[src/rtl/axi4_lite_cmd_arbiter_pkg.sv]
// Package: axi4_lite_cmd_arbiter_pkg
// Types shared by the command arbiter: the transaction FSM state encoding
// and the control part of the latched command (direction + owner index).
package axi4_lite_cmd_arbiter_pkg;

    // Wide enough for the largest supported requester count (8).
    localparam int REQ_IDX_W = 3;

    typedef enum logic [2:0] {
        ST_IDLE         = 3'd0,
        ST_WR_ADDR_DATA = 3'd1,
        ST_WR_RESP      = 3'd2,
        ST_RD_ADDR      = 3'd3,
        ST_RD_DATA      = 3'd4,
        ST_RSP          = 3'd5
    } arb_state_t;

    typedef struct packed {
        logic                 we;
        logic [REQ_IDX_W-1:0] idx;
    } cmd_ctl_t;

endpackage

[src/rtl/axi4_lite_if_pkg.sv]
// Package: axi4_lite_if_pkg
// Shared AXI4-Lite protocol constants for the subsystem. Holds the
// BRESP/RRESP response codes that every master and slave agree on.
package axi4_lite_if_pkg;

    localparam logic [1:0] AXI4_RESP_OKAY   = 2'b00;
    localparam logic [1:0] AXI4_RESP_EXOKAY = 2'b01;
    localparam logic [1:0] AXI4_RESP_SLVERR = 2'b10;
    localparam logic [1:0] AXI4_RESP_DECERR = 2'b11;

endpackage

[src/rtl/axi4_lite_if.sv]
// Interface: axi4_lite_if
// AXI4-Lite bundle (AW, W, B, AR, R channels).
//   mst_port : master view (drives VALIDs, addresses, write data, BREADY/RREADY)
//   slv_port : slave view (drives READYs and responses)
// Handshake rule on every channel: a transfer happens on the rising edge where
// VALID and READY are both high; once VALID is raised the source keeps VALID and
// its payload unchanged until that edge.
interface axi4_lite_if #(
    parameter int ADDR_W = 32,
    parameter int DATA_W = 32
);
    logic                awvalid;
    logic                awready;
    logic [ADDR_W-1:0]   awaddr;
    logic                wvalid;
    logic                wready;
    logic [DATA_W-1:0]   wdata;
    logic [DATA_W/8-1:0] wstrb;
    logic                bvalid;
    logic                bready;
    logic [1:0]          bresp;
    logic                arvalid;
    logic                arready;
    logic [ADDR_W-1:0]   araddr;
    logic                rvalid;
    logic                rready;
    logic [DATA_W-1:0]   rdata;
    logic [1:0]          rresp;

    modport mst_port (
        output awvalid, awaddr, wvalid, wdata, wstrb, bready, arvalid, araddr, rready,
        input  awready, wready, bvalid, bresp, arready, rvalid, rdata, rresp
    );

    modport slv_port (
        input  awvalid, awaddr, wvalid, wdata, wstrb, bready, arvalid, araddr, rready,
        output awready, wready, bvalid, bresp, arready, rvalid, rdata, rresp
    );
endinterface

[src/rtl/axi4_lite_cmd_arbiter_rr_arbiter.sv]
// Module: axi4_lite_cmd_arbiter_rr_arbiter
// Round-robin grant: combinational choice of the first requester after the
// last granted one (modulo NUM_REQ), with a registered last-grant pointer that
// advances only when the grant is actually taken.
// Ports:
//   i_clk, i_sync_rst : clock, synchronous active-high reset
//   i_req             : request vector
//   i_grant_accept    : the current grant is consumed this cycle
//   o_grant           : one-hot grant (zero when no request)
//   o_grant_idx       : index of the granted requester
//   o_grant_any       : at least one request is present
module axi4_lite_cmd_arbiter_rr_arbiter #(
    parameter int NUM_REQ = 2,
    parameter int IDX_W   = $clog2(NUM_REQ)
) (
    input  logic               i_clk,
    input  logic               i_sync_rst,
    input  logic [NUM_REQ-1:0] i_req,
    input  logic               i_grant_accept,
    output logic [NUM_REQ-1:0] o_grant,
    output logic [IDX_W-1:0]   o_grant_idx,
    output logic               o_grant_any
);
    logic [IDX_W-1:0] last_q;
    int               cand;

    // Scan offsets 1..NUM_REQ so the last winner is checked last.
    always_comb begin
        o_grant_idx = last_q;
        o_grant_any = 1'b0;
        cand        = 0;
        for (int off = 1; off <= NUM_REQ; off++) begin
            cand = (int'(last_q) + off) % NUM_REQ;
            if (!o_grant_any && i_req[IDX_W'(cand)]) begin
                o_grant_any = 1'b1;
                o_grant_idx = IDX_W'(cand);
            end
        end
        o_grant = '0;
        if (o_grant_any) begin
            o_grant[o_grant_idx] = 1'b1;
        end
    end

    // Pointer starts at the last index so requester 0 wins first after reset.
    always_ff @(posedge i_clk) begin
        if (i_sync_rst) begin
            last_q <= IDX_W'(NUM_REQ - 1);
        end else if (i_grant_accept && o_grant_any) begin
            last_q <= o_grant_idx;
        end
    end
endmodule

[src/rtl/axi4_lite_cmd_arbiter.sv]
// Module: axi4_lite_cmd_arbiter
// Shares one AXI4-Lite master port between NUM_REQ register-access requesters
// with round-robin arbitration and exactly one transaction in flight.
// Optional feature macro: AXI4_LITE_CMD_ARB_ADDR_CHECK_EN -- when defined, a
// granted command outside [ADDR_WIN_BASE, ADDR_WIN_BASE+ADDR_WIN_SIZE) is
// answered locally with SLVERR and never reaches the bus.
// Ports:
//   i_clk, i_sync_rst   : clock, synchronous active-high reset
//   i_req_valid/we/addr/wdata/wstrb : per-requester command (flattened vectors)
//   o_req_ready         : one-hot accept pulse, combinational in IDLE
//   o_rsp_valid         : one-hot 1-cycle response pulse to the issuing requester
//   o_rsp_rdata         : read data (0 for writes), o_rsp_resp : BRESP/RRESP
//   o_dbg_state         : current FSM state
//   o_dbg_grant_in_win  : granted command address lies in the legal window
//   if_m_axi4_lite      : shared AXI4-Lite master port
// Requester handshake: a command transfers on the edge where i_req_valid[n] and
// o_req_ready[n] are both high; an unserved requester holds its command stable.
module axi4_lite_cmd_arbiter
    import axi4_lite_cmd_arbiter_pkg::*;
    import axi4_lite_if_pkg::*;
#(
    parameter int NUM_REQ                  = 2,
    parameter int AXI4_LITE_ADDR_BIT_WIDTH = 32,
    parameter int AXI4_LITE_DATA_BIT_WIDTH = 32,
    parameter logic [AXI4_LITE_ADDR_BIT_WIDTH-1:0] ADDR_WIN_BASE = '0,
    parameter int ADDR_WIN_SIZE            = 16
) (
    input  logic                                     i_clk,
    input  logic                                     i_sync_rst,
    input  logic [NUM_REQ-1:0]                       i_req_valid,
    output logic [NUM_REQ-1:0]                       o_req_ready,
    input  logic [NUM_REQ-1:0]                       i_req_we,
    input  logic [NUM_REQ*AXI4_LITE_ADDR_BIT_WIDTH-1:0]     i_req_addr,
    input  logic [NUM_REQ*AXI4_LITE_DATA_BIT_WIDTH-1:0]     i_req_wdata,
    input  logic [NUM_REQ*(AXI4_LITE_DATA_BIT_WIDTH/8)-1:0] i_req_wstrb,
    output logic [NUM_REQ-1:0]                       o_rsp_valid,
    output logic [AXI4_LITE_DATA_BIT_WIDTH-1:0]      o_rsp_rdata,
    output logic [1:0]                               o_rsp_resp,
    output logic [2:0]                               o_dbg_state,
    output logic                                     o_dbg_grant_in_win,
    axi4_lite_if.mst_port                            if_m_axi4_lite
);
    localparam int ADDR_W = AXI4_LITE_ADDR_BIT_WIDTH;
    localparam int DATA_W = AXI4_LITE_DATA_BIT_WIDTH;
    localparam int STRB_W = DATA_W / 8;
    localparam int IDX_W  = $clog2(NUM_REQ);

    logic [NUM_REQ-1:0] grant;
    logic [IDX_W-1:0]   grant_idx;
    logic               grant_any;
    logic               grant_accept;
    logic               cmd_legal;

    int                 sel;
    logic               sel_we;
    logic [ADDR_W-1:0]  sel_addr;
    logic [ADDR_W-1:0]  sel_off;
    logic [DATA_W-1:0]  sel_wdata;
    logic [STRB_W-1:0]  sel_wstrb;
    logic               grant_in_win;

    arb_state_t         state_q;
    cmd_ctl_t           cmd_q;
    logic [ADDR_W-1:0]  addr_q;
    logic [DATA_W-1:0]  wdata_q;
    logic [STRB_W-1:0]  wstrb_q;
    logic [DATA_W-1:0]  rdata_q;
    logic [1:0]         resp_q;
    logic [NUM_REQ-1:0] rsp_valid_q;
    logic               awvalid_q;
    logic               wvalid_q;
    logic               bready_q;
    logic               arvalid_q;
    logic               rready_q;
    logic               aw_done;
    logic               w_done;

    axi4_lite_cmd_arbiter_rr_arbiter #(
        .NUM_REQ (NUM_REQ),
        .IDX_W   (IDX_W)
    ) u_rr_arbiter (
        .i_clk          (i_clk),
        .i_sync_rst     (i_sync_rst),
        .i_req          (i_req_valid),
        .i_grant_accept (grant_accept),
        .o_grant        (grant),
        .o_grant_idx    (grant_idx),
        .o_grant_any    (grant_any)
    );

    // Mux out the granted requester's command and test it against the window.
    always_comb begin
        sel          = int'(grant_idx);
        sel_we       = i_req_we[grant_idx];
        sel_addr     = i_req_addr[sel*ADDR_W +: ADDR_W];
        sel_wdata    = i_req_wdata[sel*DATA_W +: DATA_W];
        sel_wstrb    = i_req_wstrb[sel*STRB_W +: STRB_W];
        sel_off      = sel_addr - ADDR_WIN_BASE;
        grant_in_win = (sel_addr >= ADDR_WIN_BASE) && (sel_off < ADDR_W'(ADDR_WIN_SIZE));
    end

`ifdef AXI4_LITE_CMD_ARB_ADDR_CHECK_EN
    assign cmd_legal = grant_in_win;
`else
    assign cmd_legal = 1'b1;
`endif

    assign grant_accept = (state_q == ST_IDLE) && grant_any;
    assign o_req_ready  = grant_accept ? grant : '0;

    // A channel counts as done once its VALID has dropped or handshakes now.
    assign aw_done = !awvalid_q || if_m_axi4_lite.awready;
    assign w_done  = !wvalid_q  || if_m_axi4_lite.wready;

    always_ff @(posedge i_clk) begin
        if (i_sync_rst) begin
            state_q     <= ST_IDLE;
            cmd_q       <= '0;
            addr_q      <= '0;
            wdata_q     <= '0;
            wstrb_q     <= '0;
            rdata_q     <= '0;
            resp_q      <= '0;
            rsp_valid_q <= '0;
            awvalid_q   <= 1'b0;
            wvalid_q    <= 1'b0;
            bready_q    <= 1'b0;
            arvalid_q   <= 1'b0;
            rready_q    <= 1'b0;
        end else begin
            case (state_q)
                ST_IDLE: begin
                    if (grant_accept) begin
                        cmd_q.we  <= sel_we;
                        cmd_q.idx <= REQ_IDX_W'(grant_idx);
                        addr_q    <= sel_addr;
                        wdata_q   <= sel_wdata;
                        wstrb_q   <= sel_wstrb;
                        if (!cmd_legal) begin
                            resp_q      <= AXI4_RESP_SLVERR;
                            rdata_q     <= '0;
                            rsp_valid_q <= NUM_REQ'(1) << grant_idx;
                            state_q     <= ST_RSP;
                        end else if (sel_we) begin
                            awvalid_q <= 1'b1;
                            wvalid_q  <= 1'b1;
                            state_q   <= ST_WR_ADDR_DATA;
                        end else begin
                            arvalid_q <= 1'b1;
                            state_q   <= ST_RD_ADDR;
                        end
                    end
                end
                ST_WR_ADDR_DATA: begin
                    if (if_m_axi4_lite.awready) awvalid_q <= 1'b0;
                    if (if_m_axi4_lite.wready)  wvalid_q  <= 1'b0;
                    if (aw_done && w_done) begin
                        bready_q <= 1'b1;
                        state_q  <= ST_WR_RESP;
                    end
                end
                ST_WR_RESP: begin
                    if (if_m_axi4_lite.bvalid) begin
                        bready_q    <= 1'b0;
                        resp_q      <= if_m_axi4_lite.bresp;
                        rsp_valid_q <= NUM_REQ'(1) << cmd_q.idx;
                        state_q     <= ST_RSP;
                    end
                end
                ST_RD_ADDR: begin
                    if (if_m_axi4_lite.arready) begin
                        arvalid_q <= 1'b0;
                        rready_q  <= 1'b1;
                        state_q   <= ST_RD_DATA;
                    end
                end
                ST_RD_DATA: begin
                    if (if_m_axi4_lite.rvalid) begin
                        rready_q    <= 1'b0;
                        rdata_q     <= if_m_axi4_lite.rdata;
                        resp_q      <= if_m_axi4_lite.rresp;
                        rsp_valid_q <= NUM_REQ'(1) << cmd_q.idx;
                        state_q     <= ST_RSP;
                    end
                end
                ST_RSP: begin
                    rsp_valid_q <= '0;
                    state_q     <= ST_IDLE;
                end
                default: state_q <= ST_IDLE;
            endcase
        end
    end

    assign o_rsp_valid        = rsp_valid_q;
    assign o_rsp_rdata        = cmd_q.we ? '0 : rdata_q;
    assign o_rsp_resp         = resp_q;
    assign o_dbg_state        = state_q;
    assign o_dbg_grant_in_win = grant_in_win;

    assign if_m_axi4_lite.awvalid = awvalid_q;
    assign if_m_axi4_lite.awaddr  = addr_q;
    assign if_m_axi4_lite.wvalid  = wvalid_q;
    assign if_m_axi4_lite.wdata   = wdata_q;
    assign if_m_axi4_lite.wstrb   = wstrb_q;
    assign if_m_axi4_lite.bready  = bready_q;
    assign if_m_axi4_lite.arvalid = arvalid_q;
    assign if_m_axi4_lite.araddr  = addr_q;
    assign if_m_axi4_lite.rready  = rready_q;
endmodule
[src/flat_wrapper.sv]
// flat-port wrapper written by rule: the top's interface ports become plain ports
module axi4_lite_cmd_arbiter_flat import axi4_lite_cmd_arbiter_pkg::*; import axi4_lite_if_pkg::*;
#(
    parameter int NUM_REQ                  = 2,
    parameter int AXI4_LITE_ADDR_BIT_WIDTH = 32,
    parameter int AXI4_LITE_DATA_BIT_WIDTH = 32,
    parameter logic [AXI4_LITE_ADDR_BIT_WIDTH-1:0] ADDR_WIN_BASE = '0,
    parameter int ADDR_WIN_SIZE            = 16
)
  (i_clk, i_sync_rst, i_req_valid, o_req_ready, i_req_we, i_req_addr, i_req_wdata, i_req_wstrb, o_rsp_valid, o_rsp_rdata, o_rsp_resp, o_dbg_state, o_dbg_grant_in_win, if_m_axi4_lite_awvalid, if_m_axi4_lite_awaddr, if_m_axi4_lite_wvalid, if_m_axi4_lite_wdata, if_m_axi4_lite_wstrb, if_m_axi4_lite_bready, if_m_axi4_lite_arvalid, if_m_axi4_lite_araddr, if_m_axi4_lite_rready, if_m_axi4_lite_awready, if_m_axi4_lite_wready, if_m_axi4_lite_bvalid, if_m_axi4_lite_bresp, if_m_axi4_lite_arready, if_m_axi4_lite_rvalid, if_m_axi4_lite_rdata, if_m_axi4_lite_rresp);
  axi4_lite_if if_m_axi4_lite_i ();
  input  logic i_clk;
  input  logic i_sync_rst;
  input  logic [NUM_REQ-1:0] i_req_valid;
  output logic [NUM_REQ-1:0] o_req_ready;
  input  logic [NUM_REQ-1:0] i_req_we;
  input  logic [NUM_REQ*AXI4_LITE_ADDR_BIT_WIDTH-1:0] i_req_addr;
  input  logic [NUM_REQ*AXI4_LITE_DATA_BIT_WIDTH-1:0] i_req_wdata;
  input  logic [NUM_REQ*(AXI4_LITE_DATA_BIT_WIDTH/8)-1:0] i_req_wstrb;
  output logic [NUM_REQ-1:0] o_rsp_valid;
  output logic [AXI4_LITE_DATA_BIT_WIDTH-1:0] o_rsp_rdata;
  output logic [1:0] o_rsp_resp;
  output logic [2:0] o_dbg_state;
  output logic o_dbg_grant_in_win;
  output wire logic [$bits(if_m_axi4_lite_i.awvalid)-1:0] if_m_axi4_lite_awvalid;
  output wire logic [$bits(if_m_axi4_lite_i.awaddr)-1:0] if_m_axi4_lite_awaddr;
  output wire logic [$bits(if_m_axi4_lite_i.wvalid)-1:0] if_m_axi4_lite_wvalid;
  output wire logic [$bits(if_m_axi4_lite_i.wdata)-1:0] if_m_axi4_lite_wdata;
  output wire logic [$bits(if_m_axi4_lite_i.wstrb)-1:0] if_m_axi4_lite_wstrb;
  output wire logic [$bits(if_m_axi4_lite_i.bready)-1:0] if_m_axi4_lite_bready;
  output wire logic [$bits(if_m_axi4_lite_i.arvalid)-1:0] if_m_axi4_lite_arvalid;
  output wire logic [$bits(if_m_axi4_lite_i.araddr)-1:0] if_m_axi4_lite_araddr;
  output wire logic [$bits(if_m_axi4_lite_i.rready)-1:0] if_m_axi4_lite_rready;
  input wire logic [$bits(if_m_axi4_lite_i.awready)-1:0] if_m_axi4_lite_awready;
  input wire logic [$bits(if_m_axi4_lite_i.wready)-1:0] if_m_axi4_lite_wready;
  input wire logic [$bits(if_m_axi4_lite_i.bvalid)-1:0] if_m_axi4_lite_bvalid;
  input wire logic [$bits(if_m_axi4_lite_i.bresp)-1:0] if_m_axi4_lite_bresp;
  input wire logic [$bits(if_m_axi4_lite_i.arready)-1:0] if_m_axi4_lite_arready;
  input wire logic [$bits(if_m_axi4_lite_i.rvalid)-1:0] if_m_axi4_lite_rvalid;
  input wire logic [$bits(if_m_axi4_lite_i.rdata)-1:0] if_m_axi4_lite_rdata;
  input wire logic [$bits(if_m_axi4_lite_i.rresp)-1:0] if_m_axi4_lite_rresp;
  assign if_m_axi4_lite_awvalid = if_m_axi4_lite_i.awvalid;
  assign if_m_axi4_lite_awaddr = if_m_axi4_lite_i.awaddr;
  assign if_m_axi4_lite_wvalid = if_m_axi4_lite_i.wvalid;
  assign if_m_axi4_lite_wdata = if_m_axi4_lite_i.wdata;
  assign if_m_axi4_lite_wstrb = if_m_axi4_lite_i.wstrb;
  assign if_m_axi4_lite_bready = if_m_axi4_lite_i.bready;
  assign if_m_axi4_lite_arvalid = if_m_axi4_lite_i.arvalid;
  assign if_m_axi4_lite_araddr = if_m_axi4_lite_i.araddr;
  assign if_m_axi4_lite_rready = if_m_axi4_lite_i.rready;
  assign if_m_axi4_lite_i.awready = if_m_axi4_lite_awready;
  assign if_m_axi4_lite_i.wready = if_m_axi4_lite_wready;
  assign if_m_axi4_lite_i.bvalid = if_m_axi4_lite_bvalid;
  assign if_m_axi4_lite_i.bresp = if_m_axi4_lite_bresp;
  assign if_m_axi4_lite_i.arready = if_m_axi4_lite_arready;
  assign if_m_axi4_lite_i.rvalid = if_m_axi4_lite_rvalid;
  assign if_m_axi4_lite_i.rdata = if_m_axi4_lite_rdata;
  assign if_m_axi4_lite_i.rresp = if_m_axi4_lite_rresp;
  axi4_lite_cmd_arbiter #(.NUM_REQ(NUM_REQ), .AXI4_LITE_ADDR_BIT_WIDTH(AXI4_LITE_ADDR_BIT_WIDTH), .AXI4_LITE_DATA_BIT_WIDTH(AXI4_LITE_DATA_BIT_WIDTH), .ADDR_WIN_BASE(ADDR_WIN_BASE), .ADDR_WIN_SIZE(ADDR_WIN_SIZE)) u_core (.i_clk(i_clk), .i_sync_rst(i_sync_rst), .i_req_valid(i_req_valid), .o_req_ready(o_req_ready), .i_req_we(i_req_we), .i_req_addr(i_req_addr), .i_req_wdata(i_req_wdata), .i_req_wstrb(i_req_wstrb), .o_rsp_valid(o_rsp_valid), .o_rsp_rdata(o_rsp_rdata), .o_rsp_resp(o_rsp_resp), .o_dbg_state(o_dbg_state), .o_dbg_grant_in_win(o_dbg_grant_in_win), .if_m_axi4_lite(if_m_axi4_lite_i));
endmodule
[config.mk]
export PLATFORM = sky130hd
export DESIGN_NAME = axi4_lite_cmd_arbiter_flat
export DESIGN_NICKNAME = d
export VERILOG_FILES = /design/src/rtl/axi4_lite_cmd_arbiter_pkg.sv /design/src/rtl/axi4_lite_if_pkg.sv /design/src/rtl/axi4_lite_if.sv /design/src/rtl/axi4_lite_cmd_arbiter_rr_arbiter.sv /design/src/rtl/axi4_lite_cmd_arbiter.sv /design/src/flat_wrapper.sv
export SDC_FILE = /design/constraint.sdc
export NUM_CORES = 1
export LEC_CHECK = 0
export CORE_AREA = 2 2 129 131
export DETAILED_ROUTE_END_ITERATION = 12
export DIE_AREA = 0 0 131 133
export PLACE_DENSITY = 0.74
export SYNTH_ARGS = -nofsm -noshare
export SYNTH_HDL_FRONTEND = slang
export SYNTH_SLANG_ARGS = --single-unit
[constraint.sdc]
create_clock -name i_clk -period 5 [get_ports i_clk]
set_clock_uncertainty 0.05 [all_clocks]
set_input_delay 1 -clock i_clk [delete_from_list [all_inputs] [get_ports i_clk]]
set_output_delay 1 -clock i_clk [all_outputs]
set_load 0.05 [all_outputs]
==> results of run 1 <==
critical path, cell delays in order:
cell and delay (ns):
clkdlybuf4s50_1 0.57, ha_4 0.51, or4b_2 0.60, o22ai_1 0.15, and2_1 0.20, buf_12 0.15
routing by layer:
metal,up-vias,GRT usage (%)
met5,-,0
met4,0,9.338
met3,36,5.338
met2,186,34.23
met1,2418,25.07
li1,2702,-
flip-flops by register name, indices dropped and copies added, names as in the netlist, 2 cells and up:
register                      cells
u_core.if_m_axi4_lite.wstrb       4
u_core.if_m_axi4_lite.araddr     32
u_core.o_rsp_valid                2
u_core.o_rsp_resp                 2
u_core.rdata_q                   32
u_core.if_m_axi4_lite.wdata      32
u_core.cmd_q                      2
u_core.o_dbg_state                3
final timing paths:
check | endpoint | slack (ns) | cells after the start
min reg2reg | u_core.rdata_q[15] | 0.40 | 2
min | u_core.rdata_q[15] | 0.40 | 2
max | o_dbg_grant_in_win | 0.74 | 6
max reg2reg | u_core.rdata_q[16] | 2.62 | 4
report_power, final:
| part | internal (mW) | switching [mW] | leakage (nW) |
|---|---|---|---|
| clock | 0.833 | 0.419 | 0.303 |
| combinational | 0.628 | 1.06 | 2.19 |
| sequential | 1.06 | 0.119 | 0.943 |
synthesized netlist by cell type, types with 3 or more instances:
master / n
dfxtp_1: 115
and2_1: 3
a211oi_1: 69
mux2i_1: 69
nand2_1: 75
nor2b_1: 32
nor3_1: 6
a21oi_1: 39
nand3b_1: 5
mux2_2: 3
nor2_1: 81
nor4_1: 9
clkbuf_1: 22
inv_1: 4
o21ai_0: 3
buf_4: 34
nand3_1: 6
buf_2: 25
logic make-up (layout without fill, tap and decap cells):
| group | after synthesis | in the layout |
|---|---|---|
| adders and majority gates | 2 | 2 |
| DFF | 115 | 115 |
| muxes | 72 | 72 |
| and+or+nand+nor | 227 | 227 |
| AOI/OAI and AO/OA | 122 | 122 |
| buffers and inverters | 86 | 371 |
cell type report:
class,instances,share of cell area [%]
tap,220,2.999
inverter,4,0.1636
multi-input combinational,423,28.64
clock inverter,9,1.377
sequential,115,25.08
timing repair buffer,335,36.42
clock buffer,23,5.316
layout by cell type, fill, tap and decap left out, types with 4 or more instances in the layout:
master	n
nor2_1	81
buf_4	8
mux2i_1	69
inv_1	4
nor3_1	6
a21oi_1	39
nor4_1	9
nor2b_1	32
a211oi_1	69
clkbuf_16	17
dfxtp_1	115
clkinv_2	4
clkbuf_8	4
nand3b_1	5
nand3_1	6
clkdlybuf4s50_1	326
nand2_1	75
==> run_results.csv, run 1 <==
group,metric,value,unit
route,dr_wl_met2,9125,microns
setup_path,r2r_start,"u_core.o_dbg_state[1]",
sta,fin_tns_setup,0,ns
yosys,synth-adder-area-share,0.4634,%
clock_tree,clockBufferDepth,2,
power,power_density,448.6,mW/mm^2
cells_and_area,fin_cells,1129,
sta,hold_viol,0,
sta,min_period,4.257,ns
clock_tree,post_cts_buffers,0,
sta,finalMaxSlewViolations,0,
yosys,ys_top_cells_by_area,"dfxtp_1, mux2i_1, a211oi_1, nor2_1, nand2_1",
yosys,synth_cell_type_count,35,
yosys,syn_nets,809,
cells_and_area,finish.instance_area,0.009179,sq mm
route,wl,18350,microns
place,dpl_worst_slack,0.7412,ns
sta,setup_viol_count_final,0,
yosys,synth_cells,624,
job,maxCapViolCount,0,
clock_tree,cts_tree,"yes",
place,gp_congestion,0.8209,
outcome,run_status,"finished clean",
route,wl_met3,1049,microns
place,dpl-instance-area,0.008564,sq mm
global_route,gr-total-overflow,0,
floorplanning,coreArea,0.01617,sq mm
yosys,synth_top_family_by_area,"simple AND/OR/NAND/NOR gates",
clock_tree,htree_num_levels,4,
cells_and_area,area_growth,69.97,%
route,vias_per_cell,4.732,
yosys,yosysWarnings,0,
hold_path,worst_hold_path_type,"register to register",
clock_tree,cts_repair_resize_count,0,
power,vdd.ir_drop.worst,0.2426,mV
clock_tree,cts-hold-fix-buffers,0,
cells_and_area,multi_input_area,0.002629,sq mm
global_route,grt_max_degree,85,
cells_and_area,final_layout_size_suffix_gt1_share,4.950,%
yosys,synth_ff_type,"dfxtp_1",
setup_path,cp.required,3.95,ns
route,route.top_layer_used,"met4",
route,drtIter0Drc,207,
route,m1WireLength,7602,microns
yosys,synth_top_cell_by_area,"dfxtp_1",
route,wl_per_cell,16.25,microns
yosys,seq_area_frac_synth,42.63,%
yosys,muxShareOfSynthArea,13.42,%
global_route,first_global_vias,5162,
sta,max-slew-margin-rel,17.50,%
cells_and_area,finish.utilization,56.76,%
yosys,synth-seq-cells,115,
sta,rsz0062_at_grt,"no",
sta,holdWs,0.3972,ns
power,total_power,4.118,mW
yosys,syn_area_per_cell,8.654,sq um
clock_tree,path_clk_slew,0.05,ns
cells_and_area,antenna_cells,0,
yosys,synth.top_cell.area_share,42.63,%
route,drtAntennaViolNets,0,
sta,fmax,234.9,MHz
yosys,synthXorXnorAreaFrac,0,%
setup_path,endpoint_kind,"primary output",
sta,min_period_over_period,85.14,%
place,dp_hpwl,13700,microns
yosys,synthArstFlopShare,0,%
clock_tree,cts.sinks,115,
setup_path,crit_path_start,"i_req_valid[0]",
route,drt_pre_antenna_iters,4,
route,drcViolationCount,0,
floorplanning,die_h,133,microns
cells_and_area,nFillCells,1495,
floorplanning,num_rows,47,
sta,tightestPinTransition,1.237,ns
clock_tree,clockRootBuffer,"clkbuf_16",
place,dpl.cell_count,1097,
floorplanning,die_w,131,microns
global_route,grt_antenna_before_repair,0,
yosys,synth_compound_area_share,15.08,%
floorplanning,die_area,0.01742,sq mm
floorplanning,num_io_pins,330,
setup_path,critPathKind,"input pin to primary output",
place,io_buffers,328,
cells_and_area,fin_nets,1081,
setup_path,worstPathMaxFanout,17,
power,p_leak,3.438,nW
cells_and_area,seqCellArea,0.002302,sq mm
sta,fin_ws,0.7430,ns
clock_tree,numCtsBuffers,17,
yosys,syn_area,0.005400,sq mm
route,num_vias,5342,
setup_path,start_kind,"input pin",
yosys,synth_edf_count,0,
clock_tree,clock_latency,0.41,ns
yosys,synth-simple-area-share,19.49,%
setup_path,arrival,3.21,ns
hold_path,hp-start,"u_core.rdata_q[15]",
global_route,grt_pass1_wl,27860,microns
global_route,track_usage,20.72,%
floorplanning,start_util,33.39,%
(Power assumes the default switching activity.)
==> run 2: changes to the inputs <==
--- a/config.mk
+++ b/config.mk
@@ -8,6 +8,7 @@
 export CORE_AREA = 2 2 129 131
 export DETAILED_ROUTE_END_ITERATION = 12
 export DIE_AREA = 0 0 131 133
+export MAX_ROUTING_LAYER = met4
 export PLACE_DENSITY = 0.74
 export SYNTH_ARGS = -nofsm -noshare
 export SYNTH_HDL_FRONTEND = slang
==> run 2 against run 1 <==
First-iteration DRC count is 22% higher. Routed wire length down 0.17%. Hold slack improved by 0.00051 ns.
==> run_results.csv, run 2 (synthesis results as in run 1) <==
group,metric,value,unit
route,wl,18320,microns
place,gp_congestion,0.8332,
clock_tree,clock_latency,0.41,ns
power,vdd.ir_drop.worst,0.2433,mV
floorplanning,coreArea,0.01617,sq mm
floorplanning,die_w,131,microns
floorplanning,die_area,0.01742,sq mm
route,drt_pre_antenna_iters,4,
power,power_density,448.7,mW/mm^2
global_route,first_global_vias,5179,
setup_path,slowest_delay,0.60,ns
clock_tree,cts.sinks,115,
route,wl_per_cell,16.22,microns
setup_path,r2r_start,"u_core.o_dbg_state[1]",
global_route,grt_antenna_before_repair,0,
setup_path,arrival,3.20,ns
global_route,grt_pass1_wl,27860,microns
sta,holdWs,0.3977,ns
setup_path,start_kind,"input pin",
clock_tree,cts-hold-fix-buffers,0,
outcome,run_status,"finished clean",
setup_path,worstPathMaxFanout,17,
route,vias_per_cell,4.704,
clock_tree,clockRootBuffer,"clkbuf_16",
setup_path,cp.depth,6,
floorplanning,num_rows,47,
floorplanning,die_h,133,microns
sta,fin_tns_setup,0,ns
clock_tree,clockBufferDepth,2,
floorplanning,start_util,33.39,%
route,drcViolationCount,0,
sta,hold_viol,0,
cells_and_area,multi_input_area,0.002629,sq mm
place,io_buffers,328,
cells_and_area,final_layout_size_suffix_gt1_share,4.950,%
floorplanning,num_io_pins,330,
sta,rsz0062_at_grt,"no",
cells_and_area,final_cell_mix,"clkdlybuf4s50_1, dfxtp_1, nor2_1",
hold_path,worst_hold_path_type,"register to register",
setup_path,critical_path.top_delay_family,"simple AND/OR/NAND/NOR gates",
hold_path,hp-start,"u_core.rdata_q[15]",
cells_and_area,seqCellArea,0.002302,sq mm
clock_tree,numCtsBuffers,17,
sta,setup_viol_count_final,0,
clock_tree,htree_num_levels,4,
route,drtAntennaViolNets,0,
global_route,gr-total-overflow,0,
cells_and_area,nFillCells,1495,
setup_path,crit_path_cell_trace,"clkdlybuf4s50_1, ha_4, or4b_2, o22ai_1, and2_1, buf_12",
sta,tightestPinTransition,1.265,ns
setup_path,regToRegEndpoint,"u_core.rdata_q[25]",
power,p_leak,3.438,nW
place,dp_hpwl,13700,microns
sta,max-slew-margin-rel,15.67,%
clock_tree,post_cts_buffers,0,
clock_tree,path_clk_slew,0.05,ns
global_route,grt_max_degree,85,
setup_path,path_buf_inv,2,
setup_path,crit_end,"o_dbg_grant_in_win",
job,maxCapViolCount,0,
setup_path,endpoint_kind,"primary output",
clock_tree,cts_tree,"yes",
sta,min_period_over_period,85.01,%
cells_and_area,fin_nets,1081,
clock_tree,cts_repair_resize_count,0,
sta,fmax,235.3,MHz
cells_and_area,mostFrequentLayoutCell,"clkdlybuf4s50_1",
route,drtIter0Drc,253,
setup_path,r2r_slack,2.60,ns
cells_and_area,area_growth,69.97,%
sta,min_period,4.251,ns
setup_path,crit_path_start,"i_req_valid[0]",
setup_path,reg2reg_depth,4,
setup_path,critPathSlowestCell,"or4b_2",
setup_path,cp.required,3.95,ns
route,num_vias,5311,
cells_and_area,antenna_cells,0,
global_route,track_usage,21.36,%
setup_path,critPathKind,"input pin to primary output",
sta,finalMaxSlewViolations,0,
run 2: how the worst min path moves through the flow:
stage	end	slack, ns	depth (start not counted)
3_3_place_gp	u_core.rdata_q[9]	0.39	2
3_5_place_dp	u_core.rdata_q[2]	0.39	2
6_report	u_core.rdata_q[15]	0.40	2
2_1_floorplan	u_core.rdata_q[0]	0.38	2
5_1_grt	u_core.rdata_q[15]	0.41	2
4_1_cts	u_core.rdata_q[2]	0.40	2
run 2: tightest hold or removal path: cells and delay by family, from the launching register on:
family | cells | cell delay (ns)
AND/OR/NAND/NOR | 1 | 0.05
flip-flops | 1 | 0.30
AO/OA/AOI/OAI | 1 | 0.05
run 2: power by group:
group | total, mW | internal [mW] | switching, mW
combinational | 1.69 | 0.628 | 1.06
clock | 1.25 | 0.833 | 0.420
sequential | 1.18 | 1.06 | 0.119
run 2: stage by stage:
step	power, mW	cell area [sq um]	util (%)	worst slack, ns	std cells
final	4.119	9179	56.76	0.7493	1129
after global routing	4.315	9179	56.76	0.6462	1129
after CTS	4.157	9179	56.76	0.7312	1129
after detailed placement	2.890	8564	52.96	0.7412	1097
after global placement	2.874	8564	52.96	0.7617	1097
after floorplan	2.344	5400	-	1.370	624
run 2: layout make-up:
type                            instances  share of cell area [%]
Timing Repair Buffer                  335                   36.42
Multi-Input combinational cell        423                   28.64
Sequential cell                       115                   25.08
Clock buffer                           23                   5.316
Tap cell                              220                   2.999
Clock inverter                          9                   1.377
Inverter                                4                  0.1636
run 2: metal layers:
metal | global-route usage, % | vias to the layer above | routed length [microns]
met5 | - | - | 0
met1 | 25.47 | 2398 | 7729
met4 | 8.452 | 0 | 523
met3 | 5.621 | 36 | 985
li1 | - | 2699 | -
met2 | 34.11 | 178 | 9078
